===== config.mk =====
export PLATFORM = sky130hd
export DESIGN_NAME = atm_session_ctrl
export DESIGN_NICKNAME = d
export VERILOG_FILES = /design/src/rtl/atm_session_ctrl.sv
export SDC_FILE = /design/constraint.sdc
export NUM_CORES = 1
export LEC_CHECK = 0
export ABC_AREA = 1
export CORE_MARGIN = 4
export CORE_UTILIZATION = 48
export DETAILED_ROUTE_END_ITERATION = 6
export PLACE_DENSITY = 0.85
export SYNTH_ARGS = -nofsm -noshare
export SYNTH_HDL_FRONTEND = slang
export SYNTH_SLANG_ARGS = --single-unit

===== constraint.sdc =====
create_clock -name clk -period 1.9 [get_ports clk]
set_input_delay 0.475 -clock clk [delete_from_list [all_inputs] [get_ports clk]]
set_output_delay 0.475 -clock clk [all_outputs]
set_load 0.03 [all_outputs]

===== src/rtl/atm_session_ctrl.sv =====
// ATM session FSM: card insert, PIN check, menu, one valid/ready request per operation, response display.
// Latency: txn_valid rises the cycle after the accepting key strobe; payload is held while txn_ready is low.
// Backpressure: keys are ignored in ISSUE/WAIT. Optional ATM_TIMEOUT_EN adds an inactivity eject.
module atm_session_ctrl #(
  parameter int MAX_TRIES      = 3,
  parameter int TIMEOUT_CYCLES = 1000
) (
  input  logic       clk,
  input  logic       rst_n,
  input  logic       card_valid,
  input  logic [3:0] card_acct,
  input  logic       key_valid,
  input  logic [9:0] key_data,
  input  logic [7:0] pin_ref,
  output logic [3:0] acct_q,
  output logic       txn_valid,
  input  logic       txn_ready,
  output logic [1:0] txn_sel,
  output logic [3:0] txn_dest,
  output logic [9:0] txn_amt,
  input  logic       rsp_valid,
  input  logic [1:0] rsp_result,
  input  logic [9:0] rsp_inventory,
  output logic [1:0] disp_result,
  output logic [9:0] disp_inventory,
  output logic       card_eject,
  output logic       card_retain,
  output logic       busy
);

  typedef enum logic [2:0] {
    IDLE, PIN, MENU, DEST, AMOUNT, ISSUE, WAIT, EJECT
  } state_t;

  state_t     state, state_nxt;
  logic [2:0] tries;
  logic       card_gone;
  logic       pin_bad, retain_set, clr_disp, ld_sel, ld_dest, ld_amt, ld_rsp;

`ifdef ATM_TIMEOUT_EN
  logic [31:0] tmo_cnt;
  logic        timed;
  assign timed = (state == PIN) || (state == MENU) || (state == DEST) || (state == AMOUNT);
`endif

  always_ff @(posedge clk) begin
    if (!rst_n) state <= IDLE;
    else        state <= state_nxt;
  end

  always_comb begin
    state_nxt  = state;
    pin_bad    = 1'b0;
    retain_set = 1'b0;
    clr_disp   = 1'b0;
    ld_sel     = 1'b0;
    ld_dest    = 1'b0;
    ld_amt     = 1'b0;
    ld_rsp     = 1'b0;
    case (state)
      IDLE: if (card_valid) state_nxt = PIN;
      PIN: begin
        if (!card_valid) state_nxt = IDLE;
        else if (key_valid) begin
          if (key_data[7:0] == pin_ref) state_nxt = MENU;
          else begin
            pin_bad = 1'b1;
            if (({1'b0, tries} + 4'd1) >= 4'(MAX_TRIES)) begin
              retain_set = 1'b1;
              state_nxt  = IDLE;
            end
          end
        end
      end
      MENU: begin
        if (!card_valid) state_nxt = IDLE;
        else if (key_valid) begin
          ld_sel = 1'b1;
          case (key_data[1:0])
            2'b00:   state_nxt = ISSUE;
            2'b01:   state_nxt = AMOUNT;
            2'b10:   state_nxt = DEST;
            default: state_nxt = EJECT;
          endcase
        end
      end
      DEST: begin
        if (!card_valid) state_nxt = IDLE;
        else if (key_valid) begin
          if (key_data[3:0] == acct_q) begin
            clr_disp  = 1'b1;
            state_nxt = MENU;
          end else begin
            ld_dest   = 1'b1;
            state_nxt = AMOUNT;
          end
        end
      end
      AMOUNT: begin
        if (!card_valid) state_nxt = IDLE;
        else if (key_valid) begin
          if (key_data == 10'd0) begin
            clr_disp  = 1'b1;
            state_nxt = MENU;
          end else begin
            ld_amt    = 1'b1;
            state_nxt = ISSUE;
          end
        end
      end
      ISSUE: if (txn_ready) state_nxt = WAIT;
      WAIT: begin
        if (rsp_valid) begin
          ld_rsp    = 1'b1;
          // A card pulled mid-transaction ends the session once the response lands.
          state_nxt = (card_gone || !card_valid) ? IDLE : MENU;
        end
      end
      EJECT:   state_nxt = IDLE;
      default: state_nxt = IDLE;
    endcase
`ifdef ATM_TIMEOUT_EN
    if (timed && card_valid && !key_valid && (state_nxt == state) &&
        (tmo_cnt == 32'(TIMEOUT_CYCLES - 1)))
      state_nxt = EJECT;
`endif
  end

  always_ff @(posedge clk) begin
    if (!rst_n) begin
      acct_q         <= '0;
      tries          <= '0;
      card_gone      <= 1'b0;
      txn_sel        <= '0;
      txn_dest       <= '0;
      txn_amt        <= '0;
      disp_result    <= '0;
      disp_inventory <= '0;
      card_retain    <= 1'b0;
    end else begin
      card_retain <= retain_set;
      if (state == IDLE && card_valid) begin
        acct_q <= card_acct;
        tries  <= '0;
      end else if (pin_bad) begin
        tries <= tries + 3'd1;
      end
      if (state == IDLE) card_gone <= 1'b0;
      else if ((state == ISSUE || state == WAIT) && !card_valid) card_gone <= 1'b1;
      if (ld_sel) begin
        txn_sel  <= key_data[1:0];
        txn_dest <= acct_q;
        txn_amt  <= '0;
      end
      if (ld_dest) txn_dest <= key_data[3:0];
      if (ld_amt)  txn_amt  <= key_data;
      if (clr_disp) disp_result <= 2'b00;
      else if (ld_rsp) begin
        disp_result    <= rsp_result;
        disp_inventory <= rsp_inventory;
      end
    end
  end

`ifdef ATM_TIMEOUT_EN
  always_ff @(posedge clk) begin
    if (!rst_n || !timed || key_valid || (state_nxt != state)) tmo_cnt <= '0;
    else                                                       tmo_cnt <= tmo_cnt + 32'd1;
  end
`endif

  assign txn_valid  = (state == ISSUE);
  assign card_eject = (state == EJECT);
  assign busy       = (state != IDLE);

endmodule


# After elaboration in Yosys (flattened, before gate mapping)
# Index checks and enable logic that the tools add are counted.
# word_totals
out_inout_bits,36
ff_bits,40
# op_classes
n_addsub,2
reduce_logical,17
n_mux,47
order_cmp,1
eq_ne,19
bitwise,5
# op_table
op,count
2-to-1 mux 3 bit,15
2-to-1 mux 1 bit,24
one-hot mux 3 bit (8 select lines),1
2-to-1 mux 10 bit,2
"equality test 3 bit, second input constant",4
"inequality test 3 bit, second input constant",4
logical NOT 10 bit,1
one-hot mux 3 bit (3 select lines),1
equality test 8 bit,1
2-to-1 mux 4 bit,2
AND reduction 8 bit,1
"equality test 3 x 2 -> 1 bit, second input constant",2
OR reduction 2 bit,3
inverter 1 bit,5
OR reduction 5 bit,1
"adder 3 x 1 -> 4 bit, second input constant",1
equality test 4 bit,1
"greater-or-equal comparator 4 x 2 -> 1 bit, second input constant",1
"inequality test 2 bit, second input constant",2
"inequality test 4 bit, second input constant",1
nonzero test 2 bit,2
"adder 3 x 1 -> 3 bit, second input constant",1
"equality test 3 x 1 -> 1 bit, second input constant",1
logical NOT 3 bit,1
11 further kinds,13

# Depth between registers and ports, before layout
# Gate-level depths: netlist of the first run.
# depth
ltp_word,7
mapped_depth,13
ltp_nobuf,13

# Worst setup path after synthesis of the first run
# OpenSTA, ideal clock, no wires.
# synth_path
kind,reg2out
startpoint,register state[2]
endpoint,output card_eject
t_arrival_ps,1208
setup_slack_ps,217
n_path_buf,1
required_time_ps,1425
stages_incl_launch_ff,4
cell_sequence,dfxtp_1 buf_4 inv_2 nor3_1
# synth_via
elab_chain_cells,1
# synth_lines
element,line,text
from (decl),35,"state_t state, state_nxt;"
from (signal assigned),48,else state <= state_nxt;
equality test 3 bit,173,assign card_eject = (state == EJECT);
to (decl),26,"output logic card_eject,"
# No other way between the ends.

# Final worst setup path of the first run
# layout_path
startpoint,register state[1]
endpoint,output busy
# layout_via
elab_chain_cells,1
# layout_lines
element,line,text
nonzero test 3 bit,174,assign busy = (state != IDLE);
to (decl),28,output logic busy
# No other way between the ends.

==> results of run 1 <==
synth_stat cells, types with 2 or more instances:
library cell | n | area (um2)
o21ai_0 | 25 | 125.1
nand3b_1 | 2 | 15.01
nor2_4 | 2 | 22.52
a21oi_1 | 36 | 180.2
a21oi_2 | 2 | 17.52
clkbuf_1 | 4 | 15.01
nor3_2 | 2 | 20.02
nand2_1 | 79 | 296.5
buf_4 | 2 | 15.01
inv_2 | 8 | 30.03
nor3_1 | 5 | 25.02
xnor2_1 | 3 | 26.28
nand2_4 | 2 | 22.52
inv_1 | 34 | 127.6
nand2_2 | 6 | 37.54
nand4_1 | 4 | 25.02
nor2_1 | 14 | 52.55
nand3_2 | 3 | 30.03
dfxtp_1 | 40 | 800.8
nand3_1 | 13 | 65.06
nor2_2 | 3 | 18.77
layout make-up:
class,instances,area (um2)
well taps,50,62.56
repair buffers,92,877.1
clock buffers,5,68.82
fillers,335,1018
inverters,43,166.4
flip-flops and latches,40,802.0
clock inverters,2,12.51
multi-input cells,209,1050
state kept, by name, indices dropped and copies added (netlist names), 2 cells and up:
name and flops:
txn_dest 4, txn_amt 10, disp_result 2, disp_inventory 10, tries 3, state 3
acct_q 4, txn_sel 2
placed cells by master (no fill, tap or decap):
master,n
inv_4,2
nand3_2,3
nand4_1,4
dfxtp_2,1
dfxtp_1,39
nand2_4,2
clkinv_2,1
clkdlybuf4s50_1,68
nand2_2,6
o21ai_0,25
nor3_1,5
nor2_4,2
xnor2_1,3
nor3_2,2
o21ai_1,1
a21oi_2,2
buf_4,20
a21oi_4,1
nor3b_1,1
nand2_1,79
nand3_1,13
dlygate4sd2_1,1
a211oi_1,1
nand3b_1,2
o22ai_1,1
or2_1,1
a21oi_1,36
inv_1,34
nor2_1,14
inv_2,7
nor2_2,3
dlymetal6s2s_1,3
clkinvlp_4,1
xor2_1,1
ha_1,1
clkbuf_8,5
metal layers:
metal | vias up | track usage (%) | share of wire (%)
met5 | - | 0 | 0
met1 | 1020 | 28.31 | 42
li1 | 1139 | - | -
met2 | 80 | 37.74 | 49
met3 | 17 | 4.925 | 5.9
met4 | 0 | 9.658 | 2.9
report_power, final:
| group | switching [uW] | leakage [uW] | internal (uW) |
|---|---|---|---|
| clock network | 305 | 0.0000400 | 249 |
| logic | 184 | 0.000923 | 158 |
| registers | 13.1 | 0.000324 | 850 |
| total | 502 | 0.00129 | 1260 |
kinds of logic (layout without fill, tap and decap cells):
family / count (synthesis) / count (layout) / share of synthesized area [%]
AOI/OAI and AO/OA: 67 / 67 / 17.46
xor gates and xnor gates: 4 / 4 / 1.710
adders and majority gates: 1 / 1 / 0.6104
buffers and inverters: 50 / 142 / 9.706
and+or+nand+nor: 137 / 137 / 31.44
DFF: 40 / 40 / 39.07
metrics by stage:
stage | setup TNS [ps] | total power (uW) | worst slack (ps) | area, um2 | utilization (%)
global route | -15.81 | 1831 | -15.81 | 3039 | 74.90
finish | 0 | 1758 | 67.48 | 3039 | 74.90
detailed placement | -2950 | 1220 | -186.9 | 2948 | 72.65
floorplan | 0 | 1056 | 216.8 | 2049 | -
global placement | -1613 | 1215 | -146.9 | 2948 | 72.65
CTS | 0 | 1771 | 55.47 | 3028 | 74.62
timing repair:
item | 4_1_cts | 5_1_grt
hold buffers | 0 | 0
setup endpoints to repair | 1 | 17
gates resized for setup | 1 | 5
gates cloned | 0 | 0
worst max-delay path by stage:
stage / start / to / slack, ps / cells after the start
after floorplan: state[2] / card_eject / 220 / 3
after global placement: key_data[2] / state[1] / -150 / 11
after detailed placement: key_data[2] / state[1] / -190 / 11
after CTS: state[2] / card_eject / 60 / 3
after global routing: key_data[5] / txn_amt[4] / -20 / 10
final: state[1] / busy / 70 / 5
worst max-delay path, stage by stage (launching register included):
cell     delay, ps
dfxtp_1        370
inv_2          130
nand2_2        110
nor2_4         190
inv_2           80
buf_4          170
==> key figures, run 1 <==
STA
  • Max frequency: 0.5457 GHz
  • Fin crit period: about 1800 ps
  • Setup Skew: about 7.1 ps
  • Final period util: 96.45%
  • Worst-margin pin slew: between 500 and 600 ps
  • Worst hold slack: 444.6 ps
  • Final Hold Fails: 0
  • Count of final setup violators: 0
  • Max-slew violations: 0
  • Max_slew headroom: ~64%

Worst setup path
  • Worst EP required: 1420 ps
  • Startpoint types: flop
  • CP Capture Type: primary output
  • Cells on worst reg2reg path: 6
  • Critical-path maximum fanout: 5
  • Crit path DAT: roughly 1400 ps
  • Reg2reg setup slack: approximately 420 ps
  • RR Endpoint: txn_dest[2]
  • CP Class: reg2out
  • FF-to-FF Start: state[1]

Outcome
  • Status: completed

Logic synthesis
  • FF+latch count, synth: 40
  • Number of flops mapped to enable cells by yosys: 0
  • Async S/R FF share, synth: 0%
  • Synth Instances: ~300
  • Synth warnings: 0
  • Register area share after synthesis: just under 40%
  • Main synth FF type: dfxtp_1
  • Avg Synthesized Cell Area: 6.854 um2
  • Yosys cell types: 31
  • Post-Synthesis Net Count: 340
  • Cell Area, Synth: ~0.0020 mm2

Clock tree
  • Num CTS Buffers: 5
  • CTS tree: built
  • Clk sink count: 40
  • H-tree depth: 2
  • Clock buffer depth: 2
  • Post CTS Setup Buffer Count: 0
  • Root Buffer: clkbuf_8
  • Clk_lat worst skew: about 300 ps
  • Clock transition at path regs: roughly 80 ps

Global routing
  • Remaining global-route overflow: 0
  • Largest net degree at the start of global routing: 23
  • Vias in the first global route: between 2,000 and 2,500
  • Initial antenna violation count: 0
  • First-pass GRT wire length: 9.522 mm
  • Gr usage total: about 23%

Min path
  • Hold depth: 2
  • Hold wc startpoint: disp_inventory[8]
  • Worst Hold Class: reg2reg
  • Endpoint, Worst Hold: disp_inventory[8]

Drt
  • Iter 0 DRT Violations: 153
  • Final WL: ~6 mm
  • WL/cell: ~14 um
  • Via density: a little over 5
  • DRC Markers: 0
  • Post-route antenna net violation count: 0
  • Via count: about 2,300
  • Iteration count of the initial detailed-routing pass: 5

Layout
  • Area added between synthesis and finish: 48.29%
  • Ratio of cells with drive above 1 in the final layout: between 10 and 15%
  • Diode count: 0
  • Fin cells: 441
  • Final #Nets: ~430

Floorplan
  • Die height: approximately 73 um
  • Row cnt: 23
  • Die W: between 70 and 80 um
  • Starting Density: 50.51%
  • Die area: roughly 0.0054 mm2
  • # IOs: 76
  • Core area: ~0.0041 mm2

Place
  • Post-Place Cells: approximately 430
  • Dpl hpwl: 4.612 mm
  • Routability Congestion: around 0.95
  • PortBufs: 75

Pwr
  • Lkg Pwr: 0.001286 uW
  • Power Density: 578.6 mW/mm2
  • Max VDD drop: between 400 and 500 uV

Job
  • Max_cap viols: 0
No activity file was read; power rests on OpenSTA's default activity.
==> run 2, diff against run 1 <==
--- a/config.mk
+++ b/config.mk
@@ -13,3 +13,4 @@
 export SYNTH_ARGS = -nofsm -noshare
 export SYNTH_HDL_FRONTEND = slang
 export SYNTH_SLANG_ARGS = --single-unit
+export TNS_END_PERCENT = 50
==> results of run 2 <==
The final DEF is identical to that of run 1; final timing and power are the same.
==> run 3, diff against run 2 <==
--- a/config.mk
+++ b/config.mk
@@ -6,10 +6,11 @@
 export NUM_CORES = 1
 export LEC_CHECK = 0
 export ABC_AREA = 1
+export CAP_MARGIN = 30
 export CORE_MARGIN = 4
-export CORE_UTILIZATION = 48
+export CORE_UTILIZATION = 40
 export DETAILED_ROUTE_END_ITERATION = 6
-export PLACE_DENSITY = 0.85
+export PLACE_DENSITY = 0.72
 export SYNTH_ARGS = -nofsm -noshare
 export SYNTH_HDL_FRONTEND = slang
 export SYNTH_SLANG_ARGS = --single-unit
==> run 3 against run 2 <==
  * Critical path depth fell by 4
  * Clock skew rose by 2.1 ps
  * Largest power group unchanged
  * Sequential power barely moved
  * Largest cell class unchanged
  * Clock power rose by 30%
  * Routed wire length fell by 1.1%
  * Via count fell by 3.1%
  * Combinational power fell by 1%
  * Non-clock buffer count rose by 1
  * Utilization fell by 11 points
  * Final cell count rose by 4.3%
  * Maximum frequency rose by 0.84%
==> key figures, run 3 (synthesis results as in run 1) <==
Worst setup path
  • Startpoint types: flop
  • RR Endpoint: tries[2]
  • Worst Setup EP: txn_amt[3]
  • WP depth: 1 (-4)
  • Cell Chain, Critical Path: clkdlybuf4s50_1
  • CP Class: reg2out
  • Worst EP required: 1420 ps (about the same)
  • FF-to-FF Start: state[1]
  • Crit path from: txn_amt[3]
  • Reg2reg setup slack: 410 ps (about the same)
  • Critical-path top delay cell: clkdlybuf4s50_1
  • CP Capture Type: primary output
  • Cells on worst reg2reg path: 6 (unchanged)
  • Critical-path maximum fanout: 2 (-3)
  • Crit path DAT: 1340 ps (-20 ps)
  • Crit-path leading delay family: buffers and inverters
  • CP peak stage delay: 690 ps (+320 ps)
  • CP Buf/Inv Count: 1 (-2)

Place
  • Routability Congestion: 0.8768 (-8.0%)
  • Dpl hpwl: 4.681 mm (+1.5%)
  • Post-DP Area: 0.002977 mm2 (+0.98%)
  • Place WS: -196.1 ps (-9.235 ps)
  • Post-Place Cells: 452 (+4.1%)
  • PortBufs: 75 (unchanged)

Layout
  • Design Area, Final: 0.003100 mm2 (+2.0%)
  • Commonest non-fill, non-tap cells in the layout: nand2_1, clkdlybuf4s50_1, dfxtp_1
  • Diode count: 0 (unchanged)
  • Final #Nets: 433 (+0.23%)
  • Biggest regs: disp_inventory (10), txn_amt (10)
  • Ratio of cells with drive above 1 in the final layout: 15.27% (+0.43 points)
  • Leading cell type in the layout, fill and taps excluded: nand2_1
  • Area added between synthesis and finish: 51.28%
  • Fin cells: 460 (+4.3%)
  • Fin util: 63.95% (-11 points)
  • Fillers: 442 (+32%)

Drt
  • Via count: 2,185 (-3.1%)
  • Iter 0 DRT Violations: 73 (-52%)
  • Iteration count of the initial detailed-routing pass: 4 (-1)
  • WL/cell: 12.81 um (-5.1%)
  • Final WL: 5.892 mm (-1.1%)
  • DRC Markers: 0 (unchanged)
  • Via density: 4.750 (-7.1%)
  • Post-route antenna net violation count: 0 (unchanged)

Clock tree
  • Clk_lat worst skew: 300 ps (about the same)
  • Clock transition at path regs: 90 ps (about the same)
  • CTS tree: built
  • Post CTS Setup Buffer Count: 0 (unchanged)
  • Root Buffer: clkbuf_8
  • Num CTS Buffers: 5 (unchanged)
  • Clock buffer depth: 2 (unchanged)
  • H-tree depth: 2 (unchanged)
  • Clk sink count: 40 (unchanged)

Global routing
  • Vias in the first global route: 2,093 (-2.2%)
  • Remaining global-route overflow: 0 (unchanged)
  • Initial antenna violation count: 0 (unchanged)
  • Largest net degree at the start of global routing: 23 (unchanged)
  • Gr usage total: 19.18% (-3.5 points)
  • First-pass GRT wire length: 9.563 mm (+0.43%)

Floorplan
  • Die height: 79.58 um (+8.5%)
  • Core area: 0.004848 mm2 (+19%)
  • # IOs: 76 (unchanged)
  • Die area: 0.006333 mm2 (+18%)
  • Starting Density: 42.27% (-8.2 points)
  • Row cnt: 25 (+8.7%)
  • Die W: 79.58 um (+8.5%)

STA
  • Max frequency: 0.5503 GHz (+0.84%)
  • Fin crit period: 1817 ps (-15.25 ps)
  • Count of final setup violators: 0 (unchanged)
  • Final worst slack: 82.73 ps (+15.25 ps)
  • Max-slew violations: 0 (unchanged)
  • Final Hold Fails: 0 (unchanged)
  • Worst-margin pin slew: 346.5 ps (-188.1 ps)
  • RSZ-0062 raised after global routing: no
  • Final period util: 95.65% (-0.80 points)
  • Worst hold slack: 443.7 ps (-0.8760 ps)
  • Setup Skew: 9.195 ps (+2.051 ps)
  • Max_slew headroom: 76.83% (+13 points)

Outcome
  • Status: completed

Pwr
  • Power Density: 618.2 mW/mm2 (+6.8%)
  • Lkg Pwr: 0.001313 uW (+2.1%)
  • Max VDD drop: 333.3 uV (-17%)

Min path
  • Worst Hold Class: reg2reg

Job
  • Max_cap viols: 0 (unchanged)
[run 3: area by class of cell]
cell class                 count  area, um2  area share [%]
clock inverter                 3      47.55           1.533
tap                           67      83.83           2.704
timing repair buffer          93      884.6           28.53
inverter                      43      163.9           5.287
sequential                    40      802.0           25.87
multi-input combinational    209       1050           33.86
clock buffer                   5      68.82           2.220
[run 3: power breakdown]
group	internal, uW	switching, uW	total (uW)
Combinational	156	179	336
Sequential	850	13.0	863
Clock	396	322	718
[run 3: layer usage]
| metal | up-vias | track usage, % | part of all wire, % |
|---|---|---|---|
| li1 | 1150 | - | - |
| met1 | 967 | 24.15 | 44 |
| met2 | 61 | 32.72 | 49 |
| met3 | 7 | 4.176 | 5.6 |
| met4 | 0 | 5.498 | 1.5 |
| met5 | - | 0 | 0 |
[run 3: timing repair]
action,in CTS,in global routing
gates resized for setup,1,4
setup endpoints to repair,1,5
hold buffers,0,0
[run 3: stage by stage]
step | setup TNS [ps] | total power [uW]
CTS | 0 | 1941
global placement | -2281 | 1217
global route | 0 | 2001
floorplan | 0 | 1056
finish | 0 | 1917
detailed placement | -2832 | 1221
[run 3: how the worst min path moves through the flow]
| stage | from | end | slack (ps) | cells after the start |
|---|---|---|---|---|
| 2_1_floorplan | tries[0] | tries[0] | 470 | 2 |
| 3_3_place_gp | disp_inventory[3] | disp_inventory[3] | 430 | 2 |
| 3_5_place_dp | disp_inventory[5] | disp_inventory[5] | 430 | 2 |
| 4_1_cts | disp_inventory[5] | disp_inventory[5] | 450 | 2 |
| 5_1_grt | disp_inventory[6] | disp_inventory[6] | 470 | 2 |
| 6_report | disp_inventory[7] | disp_inventory[7] | 440 | 2 |
